[config.mk]
export PLATFORM = sky130hd
export DESIGN_NAME = rx_frame_asm
export DESIGN_NICKNAME = d
export VERILOG_FILES = /design/src/rtl/rx_frame_asm.sv
export SDC_FILE = /design/constraint.sdc
export NUM_CORES = 1
export LEC_CHECK = 0
export CAP_MARGIN = 20
export CORE_MARGIN = 8
export CORE_UTILIZATION = 54
export DETAILED_ROUTE_END_ITERATION = 8
export GPL_TIMING_DRIVEN = 1
export HOLD_SLACK_MARGIN = 0.12
export PLACE_DENSITY = 0.84
export SETUP_SLACK_MARGIN = 0.05
export SLEW_MARGIN = 10
export SYNTH_ARGS = -nofsm -noshare
export SYNTH_HDL_FRONTEND = slang
export SYNTH_SLANG_ARGS = --single-unit
[constraint.sdc]
create_clock -name clk -period 2.7 [get_ports clk]
set_input_delay 0.54 -clock clk [delete_from_list [all_inputs] [get_ports clk]]
set_output_delay 0.54 -clock clk [all_outputs]
set_load 0.005 [all_outputs]
[src/rtl/rx_frame_asm.sv]
// Frame assembler for a byte-oriented UART receiver.
// Collects NBYTES bytes into a frame, with optional XOR check and inter-byte timeout.
module rx_frame_asm #(
  parameter int unsigned DW      = 8,
  parameter int unsigned NBYTES  = 4,
  parameter int unsigned CHK_EN  = 1,
  parameter int unsigned TMO_CYC = 1024
) (
  input  logic                   clk,
  input  logic                   rst,
  input  logic                   rxen,
  input  logic                   rnpd,
  input  logic [DW-1:0]          rxpd,
  output logic [NBYTES*DW-1:0]   frame,
  output logic                   rcv_done,
  output logic                   rcv_err,
  output logic [1:0]             err_code,
  output logic                   busy,
  output logic [15:0]            good_cnt
);

  localparam int unsigned CW = (NBYTES > 1) ? $clog2(NBYTES) : 1;
  localparam int unsigned TW = (TMO_CYC > 1) ? $clog2(TMO_CYC) : 1;
  localparam logic [CW-1:0] LAST_IDX = CW'(NBYTES - 1);
  localparam logic [TW-1:0] TMO_LAST = (TMO_CYC == 0) ? '0 : TW'(TMO_CYC - 1);

  typedef enum logic [1:0] {
    S_IDLE,
    S_RECV,
    S_EVAL
  } state_t;

  state_t                r_state;
  logic                  r_rxen_x0, r_rxen_x1;
  logic                  r_rnpd_x0, r_rnpd_x1;
  logic                  r_live, r_armed;
  logic [CW-1:0]         r_count;
  logic [DW-1:0]         r_xor;
  logic [TW-1:0]         r_timer;
  logic [NBYTES*DW-1:0]  r_buf;
  logic [NBYTES*DW-1:0]  r_frame;
  logic                  r_done, r_err, r_busy;
  logic [1:0]            r_code;
  logic [15:0]           r_good_cnt;

  logic w_rxen_rise, w_rnpd_rise, w_tmo, w_chk_ok;

  // A frame start needs rxen seen low after reset, so a level held high
  // through reset is not mistaken for a fresh rising edge.
  assign w_rxen_rise = r_rxen_x0 & ~r_rxen_x1 & r_armed;
  assign w_rnpd_rise = r_rnpd_x0 & ~r_rnpd_x1;
  assign w_tmo       = (TMO_CYC != 0) && (r_timer == TMO_LAST);
  assign w_chk_ok    = (CHK_EN == 0) || (r_xor == '0);

  always_ff @(posedge clk) begin
    if (!rst) begin
      r_state    <= S_IDLE;
      r_rxen_x0  <= 1'b0;
      r_rxen_x1  <= 1'b0;
      r_rnpd_x0  <= 1'b0;
      r_rnpd_x1  <= 1'b0;
      r_live     <= 1'b0;
      r_armed    <= 1'b0;
      r_count    <= '0;
      r_xor      <= '0;
      r_timer    <= '0;
      r_buf      <= '0;
      r_frame    <= '1;
      r_done     <= 1'b0;
      r_err      <= 1'b0;
      r_busy     <= 1'b0;
      r_code     <= 2'b00;
      r_good_cnt <= '0;
    end else begin
      r_rxen_x0 <= rxen;
      r_rxen_x1 <= r_rxen_x0;
      r_rnpd_x0 <= rnpd;
      r_rnpd_x1 <= r_rnpd_x0;
      r_live    <= 1'b1;
      if (r_live && !r_rxen_x0)
        r_armed <= 1'b1;
      r_done <= 1'b0;
      r_err  <= 1'b0;
      case (r_state)
        S_IDLE: begin
          if (w_rxen_rise) begin
            r_state <= S_RECV;
            r_busy  <= 1'b1;
            r_count <= '0;
            r_xor   <= '0;
            r_timer <= '0;
          end
        end
        S_RECV: begin
          // Priority: abort, then strobe, then timeout.
          if (!r_rxen_x1) begin
            r_state <= S_IDLE;
            r_busy  <= 1'b0;
          end else if (w_rnpd_rise) begin
            r_buf[r_count*DW +: DW] <= rxpd;
            r_count <= r_count + CW'(1);
            r_xor   <= r_xor ^ rxpd;
            r_timer <= '0;
            if (r_count == LAST_IDX) begin
              r_state <= S_EVAL;
              r_busy  <= 1'b0;
            end
          end else if (w_tmo) begin
            r_state <= S_IDLE;
            r_busy  <= 1'b0;
            r_err   <= 1'b1;
            r_code  <= 2'b10;
          end else begin
            r_timer <= r_timer + TW'(1);
          end
        end
        S_EVAL: begin
          r_state <= S_IDLE;
          if (w_chk_ok) begin
            r_frame    <= r_buf;
            r_done     <= 1'b1;
            r_good_cnt <= r_good_cnt + 16'd1;
          end else begin
            r_err  <= 1'b1;
            r_code <= 2'b01;
          end
        end
        default: begin
          r_state <= S_IDLE;
          r_busy  <= 1'b0;
        end
      endcase
    end
  end

  assign frame    = r_frame;
  assign rcv_done = r_done;
  assign rcv_err  = r_err;
  assign err_code = r_code;
  assign busy     = r_busy;
  assign good_cnt = r_good_cnt;

endmodule

==> metrics.txt <==
Initial Utilization 0.554; global-route wire length before repair 19100 um; DRC 0; skew final approximately 0.0082 ns; total clock sinks roughly 110; Skew-Pair Late Insertion Delay 0.52 ns; clock root buffer clkbuf_8; crit start category register; cts bufs inserted 17; dpl cells between 700 and 800; Die H 108 um; critical path arrival roughly 2.8 ns; setup slack, reg-to-reg 0.34 ns; fin crit share 0.874; Worst setup EP type register; CP endpoint r_timer[3]; Final Hold Viols 0; GPL Wtd Cong between 0.8 and 0.9; Netlist Area Pre-Place around 4600 um2; 1st-iter DRT viols 351; actual slew at the worst max-slew pin 0.662 ns; crit path kind reg -> reg; maximum capacitance violations 0; Wirelength per Cell between 15 and 20 um; Ports 65; Area Overhead vs Synth 29.3%; Worst-path clk slew ~0.06 ns; RSZ-0062 raised after global routing no; FP Rows 33; FILL cells roughly 590; Peak VDD IR between 0.4 and 0.5 mV; GRT Util Overall 0.204; setup bufs post-CTS 0; initial antenna violation count 0; Worst EP required between 3 and 4 ns; nets@finish about 640; Crit Reg-Reg Endpoint r_timer[3]; # port buffers between 60 and 70; H-Tree Level Count 4; post-DR vias/cell 5.65; Worst R2R Path Depth 7; Syn Nets roughly 570; syn_area_per_cell around 8.3 um2; GRT overflow 0; total number of vias 4148; commonest cells after routing, fill and taps aside nand2_1, dfxtp_1, nand3_1; drt pass-1 iters 5; Slew headroom 0.556; WL final about 12000 um; Gate Count Post-Synth 551; worst setup path startpoint r_state[1]; Synthesis Warnings 0; power density over the cells roughly 700 nW/um2; Worst Hold Class in -> reg; Power Total about 4100 uW; Peak Freq 424 MHz; Yosys reg bits between 100 and 150; crit path max-delay cell type or2_0; PostCTS Resize Cnt 0; setup_tns 0 ns; Bufs on Longest Clock Path 2; Crit path largest cell delay between 0.4 and 0.5 ns; Leakage 0.00230 uW; CP Cell Sequence inv_1, ha_1, nand2_1, o22a_1, a41o_1, or2_0, o41ai_2; Synth cell types 46; fin. max-slew vios 0; post-layout min period roughly 2.4 ns; worst-path maximum fanout 12; status completed; final cell count without fillers ~730; cts-stage hold buffer count 0; share of cells above drive strength 1 0.0859; post-DP HPWL between 7000 and 8000 um; CTS tree yes; Reg-to-Reg Start r_state[1]; # setup viols final 0; Reg area about 2300 um2; Core Area approximately 8200 um2; largest net degree at the start of global routing 43; ANT nets after route 0; Horiz. Die Dim approximately 110 um; ANT cells 0; multi-input logic area between 2000 and 2500 um2; most common cell after layout, fill and taps aside nand2_1; die area roughly 12000 um2; vias in the first global route 4124; post-synthesis sequential area ratio 0.497
-- where the power goes --
part           total, uW  switching, uW  internal, uW
logic                118           76.5          41.5
clock network       2300            787          1520
registers           1690           8.23          1680
total               4110            871          3240
-- flip-flops by register name, indices dropped and copies added, names as in the netlist --
name / flops
rcv_done: 1
r_xor: 8
r_armed: 1
r_rnpd_x0: 1
r_rnpd_x1: 1
rcv_err: 1
r_rxen_x0: 1
r_rxen_x1: 1
r_live: 1
r_timer: 10
r_count: 2
busy: 1
good_cnt: 16
frame: 32
err_code: 2
r_buf: 32
r_state: 2
-- worst max-delay path, delay by kind of cell (launching register included) --
kind                       cells  cell delay, ns
DFF                            1            0.33
buffers and inverters          1            0.09
adders and majority gates      1            0.36
and+or+nand+nor                2            0.58
AOI/OAI and AO/OA              3            0.92
-- layout make-up --
cell class | instances | area share
clock buffer | 18 | 0.0726
timing repair buffer | 75 | 0.122
inverter | 9 | 0.00573
tap | 105 | 0.0223
clock inverter | 14 | 0.0316
multi-input combinational | 400 | 0.362
sequential | 113 | 0.384
-- kinds of logic after synthesis --
group           count (synthesis)  synth area share
compound gates                 77             0.101
xor+xnor                       19            0.0365
fa+ha+maj                      10            0.0275
buf+inv                        38            0.0354
flops                         113             0.497
mux                             1           0.00220
simple gates                  293             0.301
-- how the worst min path moves through the flow --
stage                    from        end  slack, ns  cells past startpoint
floorplan           r_rnpd_x0  r_rnpd_x1       0.43                      1
global route              rst     r_live       0.29                      1
global placement    r_buf[24]  r_buf[24]       0.44                      2
CTS                       rst     r_live       0.28                      1
detailed placement  r_buf[25]  r_buf[25]       0.45                      2
finish                    rst     r_live       0.28                      1
-- layer usage --
| layer | share of wire | vias up | GRT usage |
|---|---|---|---|
| li1 | - | 2007 | - |
| met1 | 0.40 | 1972 | 0.225 |
| met2 | 0.51 | 149 | 0.348 |
| met3 | 0.072 | 20 | 0.0581 |
| met4 | 0.019 | 0 | 0.108 |
| met5 | 0 | - | 0 |
-- synthesized netlist by cell type (all sizes together) --
| master | n | area (um2) |
|---|---|---|
| or3 | 6 | 37.5 |
| and3 | 6 | 37.5 |
| a221oi | 1 | 8.76 |
| or4b | 1 | 10.0 |
| o22a | 1 | 8.76 |
| or4 | 1 | 7.51 |
| xnor2 | 4 | 35.0 |
| o31ai | 1 | 7.51 |
| nor4 | 2 | 25.0 |
| a21o | 1 | 7.51 |
| inv | 9 | 33.8 |
| and4 | 1 | 8.76 |
| o41ai | 2 | 32.5 |
| dfxtp | 113 | 2260 |
| nor2 | 31 | 116 |
| o21ai | 11 | 55.1 |
| or2 | 3 | 18.8 |
| nand3b | 2 | 27.5 |
| nand4 | 8 | 50.1 |
| a211oi | 1 | 7.51 |
| o211a | 1 | 10.0 |
| nand3 | 77 | 390 |
| nor3 | 7 | 35.0 |
| a31oi | 2 | 12.5 |
| mux2i | 1 | 10.0 |
| nor3b | 3 | 22.5 |
| o32ai | 1 | 8.76 |
| a41o | 1 | 10.0 |
| o21a | 2 | 15.0 |
| a21oi | 45 | 225 |
| clkbuf | 21 | 78.8 |
| buf | 8 | 48.8 |
| ha | 10 | 125 |
| o211ai | 5 | 37.5 |
| nand2 | 132 | 495 |
| and2 | 10 | 62.6 |
| nand2b | 3 | 26.3 |
| o22ai | 2 | 12.5 |
| xor2 | 15 | 131 |
-- stage by stage --
step / util / hold slack [ns] / instance area [um2] / setup WS [ns]
after floorplan: - / 0.431 / 4560 / 0.799
after global placement: 0.642 / 0.441 / 5280 / 0.530
after detailed placement: 0.642 / 0.445 / 5280 / 0.425
after CTS: 0.717 / 0.279 / 5890 / 0.376
after global routing: 0.717 / 0.290 / 5890 / 0.238
final: 0.717 / 0.284 / 5890 / 0.339
Note: power is estimated with default switching activity, not from simulation.
